==> src/rtl/simple_uart_tx_fifo.sv <==
// Byte FIFO + issue FSM in front of an 8N1 UART TX; optional sticky overflow via SIMPLE_UART_TX_FIFO_OVERFLOW_EN.
// Latency: byte pushed into an empty idle FIFO is issued (uart_value_write) the cycle after the push.
// Backpressure: in_ready = (level != DEPTH); one byte outstanding toward the transmitter until its done pulse.
module simple_uart_tx_fifo #(
  parameter int DEPTH = 16
) (
  input  logic                     clock,
  input  logic                     srst,
  input  logic [7:0]               in_data,
  input  logic                     in_valid,
  output logic                     in_ready,
  output logic [7:0]               uart_value,
  output logic                     uart_value_write,
  input  logic                     uart_value_done,
  output logic [$clog2(DEPTH):0]   level,
  output logic                     busy
`ifdef SIMPLE_UART_TX_FIFO_OVERFLOW_EN
  ,
  output logic                     overflow
`endif
);

  localparam int AW = $clog2(DEPTH);
  localparam logic [AW:0] FULL_LVL = (AW+1)'(DEPTH);

  typedef enum logic {IDLE, WAIT} state_t;

  logic [7:0]    mem [DEPTH];
  logic [AW-1:0] rd_ptr;
  logic [AW-1:0] wr_ptr;
  state_t        state;
  state_t        state_nxt;
  logic          push;
  logic          issue;

  assign in_ready = (level != FULL_LVL);
  assign push     = in_valid && in_ready;
  assign busy     = (level != '0) || (state == WAIT);

  always_comb begin
    state_nxt = state;
    issue     = 1'b0;
    case (state)
      IDLE: begin
        if (level != '0) begin
          issue     = 1'b1;
          state_nxt = WAIT;
        end
      end
      WAIT: begin
        // Done returns to IDLE only; the next issue needs a further edge.
        if (uart_value_done) state_nxt = IDLE;
      end
      default: state_nxt = IDLE;
    endcase
  end

  // Storage is deliberately not reset; only the pointers and level define occupancy.
  always_ff @(posedge clock) begin
    if (push) mem[wr_ptr] <= in_data;
  end

  always_ff @(posedge clock) begin
    if (srst) begin
      state            <= IDLE;
      rd_ptr           <= '0;
      wr_ptr           <= '0;
      level            <= '0;
      uart_value       <= 8'h00;
      uart_value_write <= 1'b0;
    end else begin
      state            <= state_nxt;
      uart_value_write <= issue;
      if (push) wr_ptr <= wr_ptr + 1'b1;
      if (issue) begin
        rd_ptr     <= rd_ptr + 1'b1;
        uart_value <= mem[rd_ptr];
      end
      if (push && !issue)      level <= level + 1'b1;
      else if (!push && issue) level <= level - 1'b1;
    end
  end

`ifdef SIMPLE_UART_TX_FIFO_OVERFLOW_EN
  always_ff @(posedge clock) begin
    if (srst)                       overflow <= 1'b0;
    else if (in_valid && !in_ready) overflow <= 1'b1;
  end
`endif

endmodule

==> config.mk <==
export PLATFORM = sky130hd
export DESIGN_NAME = simple_uart_tx_fifo
export DESIGN_NICKNAME = d
export VERILOG_FILES = /design/src/rtl/simple_uart_tx_fifo.sv
export SDC_FILE = /design/constraint.sdc
export NUM_CORES = 1
export LEC_CHECK = 0
export CAP_MARGIN = 25
export CORE_MARGIN = 3
export CORE_UTILIZATION = 25
export CTS_BUF_LIST = sky130_fd_sc_hd__clkbuf_8
export DETAILED_ROUTE_END_ITERATION = 12
export PLACE_DENSITY = 0.44
export RECOVER_POWER = 100
export SYNTH_ARGS = -nofsm -noshare
export SYNTH_HDL_FRONTEND = slang
export SYNTH_SLANG_ARGS = --single-unit
==> constraint.sdc <==
create_clock -name clock -period 3.41 [get_ports clock]
set_input_delay 0.5115 -clock clock [delete_from_list [all_inputs] [get_ports clock]]
set_output_delay 0.5115 -clock clock [all_outputs]
set_load 0.02 [all_outputs]
Word level (Yosys, flattened, before mapping)
Memory sizes are Yosys's and may differ from the RTL's. A register that Yosys moved wholly into a read port is not among the register bits.
Index checks and enable logic that the tools add are counted.
Word-level totals
  input port bits: 12
  memory bits (writable): 128
  bits in registers: 15
  word-level logic and storage cells: 28
  output and inout bits: 16
  memories: 1
Memories
  mem: words 16, bits a word 8, read ports 1, clocked after Yosys merged registers in 1, write ports 1, RTL line 28  | logic [7:0] mem [DEPTH];
Cells by class
  reduce and logical (&&, ||, !) cells: 8
  add/subtract/negate cells: 4
  multiplexer cells: 8
  bitwise operators: 1
  equal/unequal tests: 1
Operators by type and width (number)
  $mux 5: 2
  $add 4x1->4 const B: 2
  $add 5x1->5 const B: 1
  $mux 1: 5
  $ne 5x5->1 const B: 1
  $reduce_bool 5->1: 1
  $sub 5x1->5 const B: 1
  $logic_and 1x1->1: 3
  $logic_not 1->1: 2
  $pmux 1 s2: 1
  $reduce_bool 2->1: 1
  $logic_or 1x1->1: 1
  $not 1->1: 1

Longest topological paths before layout
  word-level depth: 6
  depth in mapped cells: 11
  mapped depth without buffers: 10

Worst setup path before layout
OpenSTA, ideal clock, no wires.
  path type: register -> register
  from: register level[0]
  to: register level[4]
  period minus slack after synthesis: 2909 ps
  data required time: 3287 ps
  slack: 501 ps
  stages on the path, launching flop included: 12
  arrival time: 2785 ps
  buffers on the path: 1
  setup time: 123 ps
  cells stage by stage: dfxtp_1 nor4_4 a21oi_2 buf_4 inv_2 ha_1 inv_1 fa_1 a21o_1 a21oi_1 mux2i_1 mux2_1
On the way
  cells in the longest elaborated chain, start to end: 6
  elaborated cells on any way between the ends: 14
  those cells by class: 2 x add/sub; 1 x eq/ne; 4 x mux; 7 x reduce/logical
RTL lines
  start, declared: RTL line 15  | output logic [$clog2(DEPTH):0] level,
  start signal, assigned: RTL line 79  | if (push && !issue) level <= level + 1'b1;
  start signal, assigned: RTL line 80  | else if (!push && issue) level <= level - 1'b1;
  parallel branches: the longest is 6 deep, another holds $sub 5x1->5
Several ways; the timed one is not identified. The select of a mux whose other input is x is not followed.
A chain may end at the register's enable or synchronous reset.

Worst setup path after layout
  from: register level[0]
  to: output port busy
On the way
  cells in the longest elaborated chain, start to end: 2
RTL lines
  $reduce_bool 5->1: RTL line 38  | assign busy = (level != '0) || (state == WAIT);
  $logic_or 1x1->1: RTL line 38
  end, declared: RTL line 16  | output logic busy
Every way passes these cells.

==> run summary <==
The run finished with clean final reports. The worst clock skew came out at 0.01099 ns. By instance count, the leading cell after synthesis is edfxtp_1.

The run gives 3339 as the number of global-route vias before repair. After detailed routing, the number of remaining DRC violations is 0. The count of nets left with antenna violations once routing finished came out at 0. The post-synthesis mux area share is 0.1129. The ratio of total power to cell area came out at 675.0 nW/um2. In the synthesized netlist, the cells that appear most often are edfxtp_1 (128), mux2i_1 (68), nor2_1 (37), o22ai_1 (32), dfxtp_1 (23). The area of the mapped netlist is 6126 um2. The post-CTS setup buffer count was 0; the detailed-routing iteration count for the pre-antenna-repair pass was 4. Slowest library cell on the worst path: dlygate4sd3_1. The post-route clock period utilization came out at 0.8988. Dividing the detail-routed via count by the number of cells gives 4.325. For the worst setup path, the data required time is 2.90 ns. The register clock-pin slew on the reported worst setup and hold paths came out at 0.08 ns. STA classifies the critical path startpoint as a register. For the leakage power of the design, the log shows 2.177 nW. The final number of setup-violating endpoints is 0. The root buffer cell chosen for the clock tree is clkbuf_8. The post-detailed-route wirelength per cell was 17.87 um; the number of instances resized during post-cts repair was 0. Number of placement rows: 56. The tools report the HPWL after detailed placement as 9.101 mm. Summed over all failing endpoints, the final setup total negative slack is 0 ns.

After synthesis the netlist holds a flip-flop and latch count of 151. Fraction of registers with async set/reset: 0. Counting the buffers created by CTS gives 17. At the later pin of the worst-skew pair, clock insertion delay measures 0.46 ns. Yosys mapped a number of flops with a built-in enable equal to 128. Derived from the worst setup path, the maximum achievable clock frequency is 326.3 MHz. Setup repair after global routing left no endpoint under its margin. The tools report the number of max-capacitance violations reported as 0.

Largest family of logic cells by synthesized area: multiplexers. Prevailing post-synth register cell: edfxtp_1. 28 I/O pins were placed. VDD sags by at most 0.1981 mV.

The total number of vias is 3300, and the final-stage net count is 453. The nature of the critical path endpoint is an output port. The first-pass GRT wire length was 20.78 mm.

The kind of path behind the tightest hold check was register to register. The highest cell delay on the worst timing path works out to 0.67 ns. No sink is reached through more buffers than the 2 on the longest clock path. Along the worst path, the maximum fanout reaches 6. The vertical extent of the die came out at 162.5 um. By startpoint and endpoint, the worst setup path is classified as register to output port. The xor-xnor portion of the synthesized cell area is 0.01287, and the final routed wirelength across all metal layers is 13.63 mm. The initial core utilization came out at 0.2579. The number of different library cells used by synthesis comes to 41.

Overall power consumption after layout is estimated at 4.795 mW. For the finished layout, the period the worst path requires is 3.065 ns. The number of hold-slack violations in the final timing report is 0, and the ratio of cells with drive above 1 in the final layout is 0.09459. For the global router's overall resource usage, the log shows 0.1084.

At the end of routability-driven placement, the weighted congestion stood at 0.7386. The kind of cell with the highest combined delay along the critical path is simple AND/OR/NAND/NOR gates. The logs give 0 for the total congestion overflow after global routing and 0.3485 for the relative slew slack. The final cell count without fillers is 763, and the pin slew with the least headroom to its limit is 0.9740 ns.

The max-slew violation count is 0. For the net count after synthesis, the log shows 413. Including well taps, the total number of placed cells is 731. The area share of and/or/nand/nor cells after synthesis is 0.06087. The antenna cell count was 0; the per-instance average area after synthesis was 15.67 um2. The met1 usage in global routing was 0.1386.

The cell taking the most area after synthesis is edfxtp_1. The area growth from synthesis to layout is 15.97%. The tools report the largest net degree at the start of global routing as 34.

Buffers placed on the I/O ports in this run total 27. The TritonCTS sink count came out at 151. TritonCTS built the clock tree.

The signal on the critical path passes through or4_1 > or3_2 > dlygate4sd3_1. The post-synthesis compound-gate area fraction is 0.06230, and the signal arrival time at the worst endpoint is 2.55 ns. The layer carrying the most global-route usage was met2. In this run, post-CTS hold repair placed 0 buffers. The tools report the number of antenna violations at the first check in global routing as 0. The fraction of synthesized cell area taken by the top area cell type works out to 0.6275. The H-tree was split into 4 levels. Count of buffer and inverter cells on the critical path: 1. By area the synthesized netlist is led by edfxtp_1 (63%), mux2i_1 (11%), dfxtp_1 (7.5%).

During synthesis, Yosys emitted a total of 0 warnings. Portion of the post-synthesis area used by sequential elements: 0.7026. The met3 demand-to-capacity share in global routing is 0.02874, and the violation count after the first detailed-route iteration is 233. The logs give 391 for the gate count after technology mapping and 0.1758 for the global-route met2 utilization.

The width of the die is 162.5 um. The core region is 23750 um2. The run gives 26420 um2 as the die outline area. The synthesized-area fraction occupied by adder cells works out to 0.02165.
==> where the power goes <==
group          internal [mW]  switching [mW]  total, mW
combinational          0.446           0.662       1.11
clock                  0.681           0.735       1.42
sequential              2.14           0.134       2.27
==> metal layers <==
metal  wire length (um)  part of all wire
met5                  0                 0
met1               6298              0.46
met4                206             0.015
met3                534             0.039
met2               6593              0.48
==> stage by stage <==
| stage | instance area, um2 | hold slack (ns) | util | setup slack (ns) |
|---|---|---|---|---|
| 2_1_floorplan | 6126 | 0.5281 | - | 0.5014 |
| 3_3_place_gp | 6790 | 0.4925 | 0.2859 | 0.4262 |
| 3_5_place_dp | 6790 | 0.4952 | 0.2859 | 0.3438 |
| 4_1_cts | 7201 | 0.5106 | 0.3032 | 0.4979 |
| 5_1_grt | 7104 | 0.5306 | 0.2991 | 0.2515 |
| 6_report | 7104 | 0.5035 | 0.2991 | 0.3451 |
==> registers in the layout, summed over array words and instances, names as in the netlist <==
name / cells
mem: 128
uart_value: 8
level: 5
rd_ptr: 4
wr_ptr: 4
state: 1
uart_value_write: 1
==> final timing paths <==
check	start	to	slack (ns)	cells after the start
worst max register to register	rd_ptr[2]	uart_value[7]	0.60	5
worst min register to register	uart_value[1]	uart_value[1]	0.50	2
worst min-delay path	uart_value[1]	uart_value[1]	0.50	2
worst max-delay path	level[0]	busy	0.35	3
==> cell families (layout without fill, tap and decap cells) <==
group | Yosys count | after routing
buffers and inverters | 28 | 81
AOI/OAI and AO/OA | 53 | 53
muxes | 69 | 69
adders and majority gates | 10 | 10
xor gates and xnor gates | 9 | 9
and+or+nand+nor | 71 | 71
DFF | 151 | 151
==> worst min-delay path: cells and delay by family, from the launching register on <==
family,cells,cell delay [ns]
DFF,1,0.32
and+or+nand+nor,1,0.09
AOI/OAI and AO/OA,1,0.05
==> final cells by class <==
cell class                 count  area (um2)
timing repair buffer          43       335.3
clock buffer                  17       234.0
clock inverter                15       176.4
multi-input combinational    212        1629
sequential                   151        4308
fill                        2366       16650
tap                          319       399.1
inverter                       6       22.52
==> layout by cell type (no fill, tap or decap), types with 5 or more instances in the layout <==
| cell | instances |
|---|---|
| edfxtp_1 | 128 |
| mux2i_1 | 68 |
| nor2_1 | 37 |
| o22ai_1 | 32 |
| dlygate4sd3_1 | 25 |
| dfxtp_1 | 22 |
| clkbuf_8 | 17 |
| clkbuf_1 | 14 |
| ha_1 | 9 |
| nor4_1 | 8 |
| inv_6 | 8 |
| a211oi_1 | 7 |
| nand2_1 | 5 |
| a21oi_1 | 5 |
| xnor2_1 | 5 |
Power figures use the tool's default switching activity.
==> RTL change, RTL diff (config.mk and constraints unchanged) <==
Set the parameter `DEPTH` to 32 (it was 16).
--- a/src/rtl/simple_uart_tx_fifo.sv
+++ b/src/rtl/simple_uart_tx_fifo.sv
@@ -2,7 +2,7 @@
 // Latency: byte pushed into an empty idle FIFO is issued (uart_value_write) the cycle after the push.
 // Backpressure: in_ready = (level != DEPTH); one byte outstanding toward the transmitter until its done pulse.
 module simple_uart_tx_fifo #(
-  parameter int DEPTH = 16
+  parameter int DEPTH = 32
 ) (
   input  logic                     clock,
   input  logic                     srst,
Interface: changed (resized level); port bits go from 28 to 29. The function was not compared with the original's and may differ.
==> RTL change against the unedited design <==
  * The run now ends with max-capacitance violations, max-slew violations left
  * Register-to-register slack lost 0.22 ns
  * Routed wire length grew 92%
  * Fmax grew 1.2%
  * Sequential power grew 81%
  * Setup slack gained 0.037 ns
  * Synthesized area grew 82%
  * Total power grew 89%
  * Sequential cell count grew 131
  * Final area grew 86%
  * Largest cell class unchanged
  * Highest routed layer unchanged
==> RTL change: results (changes against the unedited design) <==
metric,value,unit,change
max-cap check violation count,5,,+5
Static Leak,4.15,nW,+91%
Worst EP arrival,3.46,ns,+0.91 ns
met1 wire length,11600,um,+84%
met1 Use GR,14.4,%,+0.58 points
largest net degree at the start of global routing,50,,+47%
number of global-route vias before repair,6358,,+90%
GPL Wtd Cong,0.769,,+4.1%
Synth Area in Compound Gates,5.40,%,-0.83 points
commonest cells in the netlist,"edfxtp_1, nor2_1, mux4_2",,
DR vias,5943,,+80%
syn nets,627,,+52%
Worst path top cell family by delay,compound AO/OA/AOI/OAI gates,,
global-route wire length before repair,39200,um,+89%
share of cells above drive strength 1,17.0,%,+7.5 points
max incr delay on CP,0.91,ns,+0.24 ns
WL/cell,19.7,um,+10%
post-synthesis mux area share,12.9,%,+1.6 points
top flop regs,"mem: 256 flops, uart_value: 8 flops, level: 6 flops",,
clock skew,0.0133,ns,+0.00228 ns
met3 WL post-DR,882,um,+65%
critical-path maximum fanout,23,,+17
failing checks,"max-capacitance violations, max-slew violations",,
Setup WS pre-CTS,0.305,ns,-0.0393 ns
status,"complete, but fails checks",,
maximum VDD drop,0.364,mV,+84%
Pins Over Slew Limit,164,,+164
area post-placement,12400,sq um,+83%
met2 wire length,12900,um,+96%
Skew-Pair Late Insertion Delay,0.54,ns,+0.08 ns
xor/xnor share of the synthesized area,0.784,%,-0.50 points
## RTL change: worst paths after layout
kind                      start            end  slack (ns)  depth (start not counted)
setup / recovery      rd_ptr[0]  uart_value[0]        0.38                          5
hold / removal    uart_value[0]  uart_value[0]        0.50                          1
setup reg to reg      rd_ptr[0]  uart_value[0]        0.38                          5
hold reg to reg   uart_value[0]  uart_value[0]        0.50                          1
## RTL change: where the power goes
group          total (mW)  internal (mW)  switching [mW]
sequential           4.10           3.91           0.189
combinational        2.03          0.914            1.11
clock                2.91           1.62            1.29
total                9.04           6.45            2.59
## RTL change: final cells by class
| cell class | count | area, sq um |
|---|---|---|
| inverters | 10 | 37.5 |
| multi-input cells | 281 | 2710 |
| clock buffers | 52 | 716 |
| repair buffers | 84 | 561 |
| well taps | 585 | 732 |
| flip-flops and latches | 282 | 8210 |
| fillers | 4336 | 30400 |
| clock inverters | 34 | 215 |
